`src/rtl/legv8_pkg.sv`:
```
// legv8_pkg: shared definitions for the LEGv8 front end.
// Contents: opcode field constants, the HALT encoding, the fetch-unit state
// enum and small classification helpers for the fetch unit.
package legv8_pkg;

    // Branch opcodes are matched on their own field widths: [31:26] and [31:24].
    localparam logic [5:0]  OPC_B    = 6'b000101;
    localparam logic [7:0]  OPC_CBZ  = 8'b10110100;

    // 11-bit [31:21] opcodes seen by the control unit.
    localparam logic [10:0] OPC_LDUR = 11'b11111000010;
    localparam logic [10:0] OPC_STUR = 11'b11111000000;
    localparam logic [10:0] OPC_ADD  = 11'b10001011000;
    localparam logic [10:0] OPC_SUB  = 11'b11001011000;
    localparam logic [10:0] OPC_AND  = 11'b10001010000;
    localparam logic [10:0] OPC_ORR  = 11'b10101010000;

    localparam logic [31:0] HALT_WORD = 32'h0000_0000;

    typedef enum logic [2:0] {
        S_REQ   = 3'd0,
        S_WAIT  = 3'd1,
        S_ISSUE = 3'd2,
        S_BR    = 3'd3,
        S_HALT  = 3'd4
    } fetch_state_t;

    function automatic logic is_b(input logic [31:0] word);
        return (word[31:26] == OPC_B);
    endfunction

    function automatic logic is_cbz(input logic [31:0] word);
        return (word[31:24] == OPC_CBZ);
    endfunction

endpackage

```
`src/rtl/legv8_branch_target.sv`:
```
// legv8_branch_target: combinational next-PC candidates for one instruction.
// Ports:
//   pc       in  ADDR_W  PC of the instruction
//   instr    in  32      instruction word
//   tgt_b    out ADDR_W  pc + sext(imm26)<<2
//   tgt_cbz  out ADDR_W  pc + sext(imm19)<<2
//   pc_plus4 out ADDR_W  pc + 4
// All sums wrap modulo 2^ADDR_W. Requires ADDR_W >= 28.
module legv8_branch_target #(
    parameter int ADDR_W = 64
) (
    input  logic [ADDR_W-1:0] pc,
    input  logic [31:0]       instr,
    output logic [ADDR_W-1:0] tgt_b,
    output logic [ADDR_W-1:0] tgt_cbz,
    output logic [ADDR_W-1:0] pc_plus4
);

    logic [ADDR_W-1:0] off_b;
    logic [ADDR_W-1:0] off_cbz;
    logic              unused_bits;

    // Sign-extend then append two zeros: identical to (sext << 2) truncated to ADDR_W.
    assign off_b   = {{(ADDR_W-28){instr[25]}}, instr[25:0], 2'b00};
    assign off_cbz = {{(ADDR_W-21){instr[23]}}, instr[23:5], 2'b00};

    assign tgt_b    = pc + off_b;
    assign tgt_cbz  = pc + off_cbz;
    assign pc_plus4 = pc + {{(ADDR_W-3){1'b0}}, 3'd4};

    // Opcode and Rt bits play no part in target arithmetic.
    assign unused_bits = ^{instr[31:26], instr[4:0]};

endmodule

```
`src/rtl/legv8_fetch_unit.sv`:
```
// legv8_fetch_unit: instruction fetch/issue stage of the LEGv8 core.
// Holds the PC, fetches one word at a time from instruction memory, hands it
// to decode over valid/ready, and computes the next PC (sequential, B, CBZ).
// Ports:
//   clk, reset                 clock, synchronous active-high reset
//   imem_req/imem_addr         one-cycle fetch request and its address
//   imem_rdata/imem_valid      memory response
//   instr_valid/instr_ready    issue handshake toward decode
//   instr_out/opcode_out/pc_out issued word, its [31:21] field, its PC
//   br_resolve/br_taken        CBZ outcome from execute
//   halted                     HALT word (32'h0) has been issued
module legv8_fetch_unit
    import legv8_pkg::*;
#(
    parameter int                ADDR_W   = 64,
    parameter logic [ADDR_W-1:0] RESET_PC = {ADDR_W{1'b0}}
) (
    input  logic              clk,
    input  logic              reset,
    output logic              imem_req,
    output logic [ADDR_W-1:0] imem_addr,
    input  logic [31:0]       imem_rdata,
    input  logic              imem_valid,
    output logic              instr_valid,
    input  logic              instr_ready,
    output logic [31:0]       instr_out,
    output logic [10:0]       opcode_out,
    output logic [ADDR_W-1:0] pc_out,
    input  logic              br_resolve,
    input  logic              br_taken,
    output logic              halted
);

    fetch_state_t      state;
    logic [ADDR_W-1:0] pc;
    logic [ADDR_W-1:0] tgt_b;
    logic [ADDR_W-1:0] tgt_cbz;
    logic [ADDR_W-1:0] pc_plus4;

    // Targets are always relative to the held instruction's PC.
    legv8_branch_target #(.ADDR_W(ADDR_W)) u_branch_target (
        .pc       (pc_out),
        .instr    (instr_out),
        .tgt_b    (tgt_b),
        .tgt_cbz  (tgt_cbz),
        .pc_plus4 (pc_plus4)
    );

    // Fetch/issue FSM with registered outputs. The request pulse is registered
    // on leaving S_REQ, so it is high during the first S_WAIT cycle; a response
    // can therefore only be taken while waiting, never speculatively.
    always_ff @(posedge clk) begin
        if (reset) begin
            state       <= S_REQ;
            pc          <= RESET_PC;
            imem_req    <= 1'b0;
            imem_addr   <= RESET_PC;
            instr_valid <= 1'b0;
            instr_out   <= 32'h0000_0000;
            opcode_out  <= 11'd0;
            pc_out      <= {ADDR_W{1'b0}};
            halted      <= 1'b0;
        end else begin
            imem_req <= 1'b0;
            case (state)
                S_REQ: begin
                    imem_req  <= 1'b1;
                    imem_addr <= pc;
                    state     <= S_WAIT;
                end
                S_WAIT: begin
                    if (imem_valid) begin
                        instr_out   <= imem_rdata;
                        opcode_out  <= imem_rdata[31:21];
                        pc_out      <= pc;
                        instr_valid <= 1'b1;
                        state       <= S_ISSUE;
                    end
                end
                S_ISSUE: begin
                    if (instr_ready) begin
                        instr_valid <= 1'b0;
                        if (is_b(instr_out)) begin
                            pc    <= tgt_b;
                            state <= S_REQ;
                        end else if (is_cbz(instr_out)) begin
                            state <= S_BR;
                        end else if (instr_out == HALT_WORD) begin
                            halted <= 1'b1;
                            state  <= S_HALT;
                        end else begin
                            pc    <= pc_plus4;
                            state <= S_REQ;
                        end
                    end
                end
                S_BR: begin
                    if (br_resolve) begin
                        pc    <= br_taken ? tgt_cbz : pc_plus4;
                        state <= S_REQ;
                    end
                end
                S_HALT: begin
                    state <= S_HALT;
                end
                default: begin
                    instr_valid <= 1'b0;
                    state       <= S_REQ;
                end
            endcase
        end
    end

endmodule
```
`config.mk`:
```
export PLATFORM = sky130hd
export DESIGN_NAME = legv8_fetch_unit
export DESIGN_NICKNAME = d
export VERILOG_FILES = /design/src/rtl/legv8_pkg.sv /design/src/rtl/legv8_branch_target.sv /design/src/rtl/legv8_fetch_unit.sv
export SDC_FILE = /design/constraint.sdc
export NUM_CORES = 1
export LEC_CHECK = 0
export ABC_AREA = 1
export ABC_CLOCK_PERIOD_IN_PS = 3930
export CORE_MARGIN = 3
export CORE_UTILIZATION = 45
export DETAILED_ROUTE_END_ITERATION = 6
export PLACE_DENSITY = 0.65
export SYNTH_ARGS = -nofsm -noshare
export SYNTH_HDL_FRONTEND = slang
export SYNTH_SLANG_ARGS = --single-unit
```
`constraint.sdc`:
```
create_clock -name clk -period 3.93 [get_ports clk]
set_clock_uncertainty 0.2 [all_clocks]
set_input_delay 0.786 -clock clk [delete_from_list [all_inputs] [get_ports clk]]
set_output_delay 0.786 -clock clk [all_outputs]
set_load 0.02 [all_outputs]
```
# After elaboration in Yosys (flattened, before gate mapping)
# Index checks and enable logic that the tools add are counted.
[classes]
eq_ne = 11
n_addsub = 3
n_reduce_logical = 9
n_bitwise = 3
mux = 18
[ops]
columns = ["operator", "count"]
rows = [
  ["$mux W64", 6],
  ["$add A64 B64 Y64", 2],
  ["$pmux W64 S2", 1],
  ["$add A64 B3 Y64 const B", 1],
  ["$logic_not A32 Y1", 1],
  ["$mux W3", 6],
  ["$pmux W3 S5", 1],
  ["$reduce_and A5 Y1", 2],
  ["$eq A8 B8 Y1 const B", 1],
  ["$eq A3 B2 Y1 const B", 2],
  ["$eq A6 B3 Y1 const B", 1],
  ["$ne A2 B2 Y1 const B", 3],
  ["$ne A3 B3 Y1 const B", 2],
  ["$reduce_and A3 Y1", 2],
  ["$eq A3 B1 Y1 const B", 1],
  ["$eq A3 B3 Y1 const B", 1],
  ["$logic_not A3 Y1", 1],
  ["$mux W1", 3],
  ["$not A1 Y1", 3],
  ["$pmux W1 S3", 1],
  ["$reduce_or A3 Y1", 1],
  ["$reduce_and A2 Y1", 1],
  ["$reduce_bool A2 Y1", 1],
]
[word_totals]
word_cells = 53
out_inout_bits = 174
reg_bits = 241

# Depth between registers and ports, before layout
[logic_depth]
ltp_word = 6
ltp_mapped = 18

# Modules after synthesis
# From an unflattened synthesis, not the netlist that was laid out.
[hier_totals]
cells_unflattened = 4452
hier_area_um2 = 24287.0
[by_module_without_submodules]
columns = ["module", "n_inst", "area_per_inst_um2", "seq_area_each_um2", "cells_per_inst"]
rows = [
  ["legv8_branch_target", 1, 13170.1, 0.0, 2820],
  ["legv8_fetch_unit", 1, 11116.9, 4604.4, 1632],
]

# Least setup slack after synthesis
# No wires, ideal clock.
[synth_timing]
path_kind = "register -> register"
start = "register instr_out[23]"
end = "register pc[58]"
setup_ps = 109
path_stages_with_launch = 16
n_path_buf = 1
synth_period_minus_slack_ps = 3355
slack_ps = 575
t_arrival_ps = 3045
path_cell_list = "dfxtp_1 ha_1 buf_2 nand2_1 inv_1 a21oi_1 a21boi_0 nand3_1 nand2_1 nand2_1 nand2_1 nand3_1 nand2_1 nand3_1 nand2_1 inv_1"
[synth_via]
elab_chain_cells = 4
word_cells_on_any_way = 10
classes_between = "2 x add/sub; 1 x eq/ne; 5 x mux; 2 x reduce/logical"
[synth_lines]
columns = ["element", "line", "rtl"]
rows = [
  ["start: declaration", "legv8_fetch_unit.sv:26", "output logic [31:0] instr_out,"],
  ["start signal: assignment", "legv8_fetch_unit.sv:73", "instr_out <= imem_rdata;"],
  ["$add A64 B64 Y64, on equally long branches", "legv8_branch_target.sv:28, legv8_branch_target.sv:27", ""],
  ["$mux W64, on equally long branches", "legv8_fetch_unit.sv:99, legv8_fetch_unit.sv:83", ""],
  ["$mux W64, on equally long branches", "legv8_fetch_unit.sv:98, legv8_fetch_unit.sv:81", ""],
  ["$pmux W64 S2", "legv8_fetch_unit.sv:65", "case (state)"],
  ["end signal: assignment", "legv8_fetch_unit.sv:84", "pc <= tgt_b;"],
  ["end signal: assignment", "legv8_fetch_unit.sv:92", "pc <= pc_plus4;"],
  ["end signal: assignment", "legv8_fetch_unit.sv:99", "pc <= br_taken ? tgt_cbz : pc_plus4;"],
  ["end: declaration", "legv8_fetch_unit.sv:35", "logic [ADDR_W-1:0] pc;"],
]
# Parallel ways exist; a longest one is shown, timed or not. The select of a mux whose other input is x is not followed.
# A chain may end at the register's enable or synchronous reset.

# Worst setup path after layout
[layout_timing]
start = "register instr_out[25]"
end = "register pc[56]"
[layout_via]
elab_chain_cells = 4
word_cells_on_any_way = 9
classes_between = "1 x add/sub; 3 x eq/ne; 3 x mux; 2 x reduce/logical"
[layout_lines]
columns = ["element", "line", "rtl"]
rows = [
  ["$add A64 B64 Y64", "legv8_branch_target.sv:27", "assign tgt_b = pc + off_b;"],
  ["$mux W64", "legv8_fetch_unit.sv:83", "if (is_b(instr_out)) begin"],
  ["$mux W64", "legv8_fetch_unit.sv:81", "if (instr_ready) begin"],
  ["$pmux W64 S2", "legv8_fetch_unit.sv:65", ""],
]
# Parallel ways exist; a longest one is shown, timed or not. The select of a mux whose other input is x is not followed.

==> flow_metrics.tcl <==
set metrics [dict create \
    outcome "finished, final reports clean" \
    timing.final.max_slew_violations 0 \
    drv_cap 0 \
    worst_setup_path_start_kind "register" \
    cts_buffers 27 \
    drive_above_1_share 0.0501 \
    htree_num_levels 1 \
    io-pin-count 212 \
    grt_antenna_before_repair 9 \
    timing_hold_violations_final 0 \
    sw_frac_of_total 0.525 \
    postCtsSetupRepairBufs 0 \
    drtAntennaViolNets 0 \
    fin_crit_ps 3610 \
    die_area_um2 51900 \
    worstSetupStartpoint "instr_out[25]" \
    arrival_ps 3910 \
    core-area_um2 48100 \
    synth_enable_flop_cells 0 \
    grt_pass1_vias 24600 \
    synth_area_per_cell_um2 5.61 \
    clock_insertion_delay_worst_skew_ps 600 \
    crit_cells 15 \
    report.final.setup_viol 0 \
    dominantRegCellSynth "sky130_fd_sc_hd__dfxtp_1" \
    numPortBuffers 211 \
    critical_path_peak_fanout 23 \
    timing_worst_setup_path_type "register to register" \
    totalPowerFinal_mw 17.5 \
    via_per_inst 5.63 \
    cts_resized 0 \
    drt-pass1-iter-count 6 \
    power.net_switching_mw 9.17 \
    hp-class "register to register" \
    cp_data_required_time_ps 4230 \
    largest_net_degree_at_the_start_of_global_routing 123 \
    power.share.sequential 0.256 \
    finalNetCount 4336 \
    worstHoldStart "pc[25]" \
    yosysWarningCount 0 \
    power.ir.vdd_worst_mv 0.858 \
    die-width_um 228 \
    synth.distinct_cells 52 \
    route.detailed.wl_per_inst_um 23.1 \
    grt_overflow 0 \
    rsz_0062_raised_after_global_routing "no" \
    drt_iter0_markers 3358 \
    area_delta_synth_final_pct 18.9 \
    worst_path_bufs_invs 3 \
    cts_tree "yes" \
    clock.fmax_mhz 277 \
    die_h_um 228 \
    grt_first_pass_wirelength_mm 163 \
    wire_length_reported_by_the_detailed_router_mm 112 \
    rr_endpoint "pc[56]" \
    timing_worst_slew_pin_value_ps 986 \
    post_synth_inst_count 3946 \
    worst_path_largest_cell_delay_ps 700 \
    synth_sequential_area_ratio 0.208 \
    timing.slew.headroom 0.343 \
    cellInternalPower_mw 8.28 \
    library_cell_contributing_the_largest_single_delay_on_the_critical_path "sky130_fd_sc_hd__dfxtp_2" \
    critical_path.reg2reg.startpoint "instr_out[25]" \
    worstPathCellList "buf_4, ha_1, nand2_1, nor2_1, inv_1, nor2_1, nand2_1, nor2_1, nand2_1, nand4_1, nand3_1, nand2_1, nand3_1, nand2_1, inv_1" \
    worst_setup_path_end_kind "register" \
    gp_congestion 1.13 \
    globalRouteTotalUtil 0.413 \
    core.rowCount 80 \
    postSynthNetCount 4108 \
    crit_end "pc[56]" \
    leakage_nw 12.9 \
    power.clock.fraction 0.148 \
    clock_path_buffers 3 \
    initial_core_util 0.460 \
    dp_hpwl_mm 93.0 \
    worstRegToRegCells 15 \
    p_comb_frac 0.596 \
    setup-tns-final_ps 0 \
    powerDensity_nw_per_um2 663 \
    synth_area_um2 22200 \
    cts_hold_buf 0 \
    cts-root-buf "sky130_fd_sc_hd__clkbuf_16" \
    synth_async_sr_flop_share 0 \
    ys_ff_latch 230 \
    drcViolationCount 0 \
    clkTransAtPathRegs_ps 70 \
    clkSinkCount 230 \
    timing.reg2reg.setup_slack_ps 320 \
    final_min_period_over_clock_period 0.918 \
    timing.critical_path.max_delay_family "simple AND/OR/NAND/NOR gates" \
    timing.critical_path.mode_cell "sky130_fd_sc_hd__nand2_1" \
    routed-via-count 27300 \
]
==> Yosys cell counts (10+ instances only) <==
| master | n | area share |
|---|---|---|
| sky130_fd_sc_hd__a21oi_1 | 337 | 0.076 |
| sky130_fd_sc_hd__buf_2 | 26 | 0.0059 |
| sky130_fd_sc_hd__buf_4 | 11 | 0.0037 |
| sky130_fd_sc_hd__clkbuf_1 | 77 | 0.013 |
| sky130_fd_sc_hd__dfxtp_1 | 230 | 0.21 |
| sky130_fd_sc_hd__ha_1 | 122 | 0.069 |
| sky130_fd_sc_hd__inv_1 | 643 | 0.11 |
| sky130_fd_sc_hd__nand2_1 | 1128 | 0.19 |
| sky130_fd_sc_hd__nand3_1 | 320 | 0.072 |
| sky130_fd_sc_hd__nand3b_1 | 10 | 0.0034 |
| sky130_fd_sc_hd__nand4_1 | 53 | 0.015 |
| sky130_fd_sc_hd__nor2_1 | 409 | 0.069 |
| sky130_fd_sc_hd__nor3_1 | 57 | 0.013 |
| sky130_fd_sc_hd__nor4_1 | 10 | 0.0028 |
| sky130_fd_sc_hd__o211ai_1 | 29 | 0.0098 |
| sky130_fd_sc_hd__o21ai_0 | 234 | 0.053 |
| sky130_fd_sc_hd__o21ai_1 | 35 | 0.0079 |
| sky130_fd_sc_hd__o21bai_1 | 38 | 0.013 |
| sky130_fd_sc_hd__xnor2_1 | 24 | 0.0095 |
| sky130_fd_sc_hd__xor2_1 | 52 | 0.021 |
==> cell families after synthesis <==
kind of cell    share of synthesized area
simple gates                        0.385
buf+inv                             0.136
compound gates                      0.170
flops                               0.208
fa+ha+maj                          0.0707
xor+xnor                           0.0300
==> state kept, by name (all words and copies together) (netlist names) <==
signal       flops
pc_out          64
instr_valid      1
imem_addr       64
halted           1
imem_req         1
state            3
pc              64
instr_out       32
==> power by group through the flow <==
stage	Combinational [mW]	Clock, mW	Sequential (mW)
finish	10.4	2.58	4.48
global route	11.0	2.68	4.51
CTS	10.1	2.61	4.39
detailed placement	10.1	0	4.42
global placement	10.1	0	4.43
floorplan	4.86	0	4.81
==> worst min-delay path: stages, from the launching register on <==
cell and delay [ps]:
sky130_fd_sc_hd__dfxtp_1 300, sky130_fd_sc_hd__inv_1 80, sky130_fd_sc_hd__a21oi_1 70
==> placed cells by master (no fill, tap or decap), types with 5 or more instances in the layout <==
master                            netlist  final
sky130_fd_sc_hd__xor2_1                52     52
sky130_fd_sc_hd__nor2_1               409    408
sky130_fd_sc_hd__o211ai_1              29     29
sky130_fd_sc_hd__inv_2                  9     10
sky130_fd_sc_hd__nor2_2                 9      9
sky130_fd_sc_hd__inv_1                643    640
sky130_fd_sc_hd__o21bai_1              38     38
sky130_fd_sc_hd__clkdlybuf4s50_1        0    209
sky130_fd_sc_hd__diode_2                0      5
sky130_fd_sc_hd__a21oi_1              337    337
sky130_fd_sc_hd__xnor2_1               24     24
sky130_fd_sc_hd__nor3_1                57     57
sky130_fd_sc_hd__o21ai_1               35     35
sky130_fd_sc_hd__nand3b_1              10     10
sky130_fd_sc_hd__nand3_1              320    319
sky130_fd_sc_hd__nor4_1                10     10
sky130_fd_sc_hd__buf_12                 0      5
sky130_fd_sc_hd__o21ai_0              234    234
sky130_fd_sc_hd__and2_1                 6      6
sky130_fd_sc_hd__or2_1                  9      9
sky130_fd_sc_hd__a31oi_1                5      5
sky130_fd_sc_hd__nand2_1             1128   1127
sky130_fd_sc_hd__clkbuf_16              0     27
sky130_fd_sc_hd__ha_1                 122    122
sky130_fd_sc_hd__dfxtp_1              230    228
sky130_fd_sc_hd__buf_4                 11    105
sky130_fd_sc_hd__nand4_1               53     53
sky130_fd_sc_hd__o21a_1                 6      6
sky130_fd_sc_hd__a21o_1                 5      5
==> stage by stage <==
| step | cell area, um^2 | util | hold slack, ps | cells | setup WS (ps) |
|---|---|---|---|---|---|
| after floorplan | 22200 | - | 241 | 3946 | 575 |
| after global placement | 25400 | 0.528 | 247 | 4801 | 260 |
| after detailed placement | 25400 | 0.528 | 246 | 4801 | 356 |
| after CTS | 26300 | 0.547 | 261 | 4850 | 365 |
| after global routing | 26300 | 0.547 | 293 | 4850 | 72.0 |
| final | 26300 | 0.547 | 257 | 4855 | 323 |
==> how the worst min path moves through the flow <==
stage	endpoint	cells after the start
finish	pc_out[25]	2
CTS	pc_out[25]	2
global placement	halted	2
detailed placement	halted	2
global route	pc_out[20]	2
floorplan	imem_addr[4]	2
==> final cells by class <==
cell class,instances,area [um^2]
Timing Repair Buffer,321,2990
Sequential cell,230,4610
Inverter,656,2470
Fill cell,5164,21800
Multi-Input combinational cell,2938,14500
Tap cell,656,821
Antenna cell,5,12.5
Clock inverter,14,149
Clock buffer,35,746
==> layer usage <==
metal  wire (um)  GRT usage
met2       44600      0.600
met5          41          0
met4        7670      0.225
met3       14000      0.119
met1       45700      0.549
(Power assumes the default switching activity.)
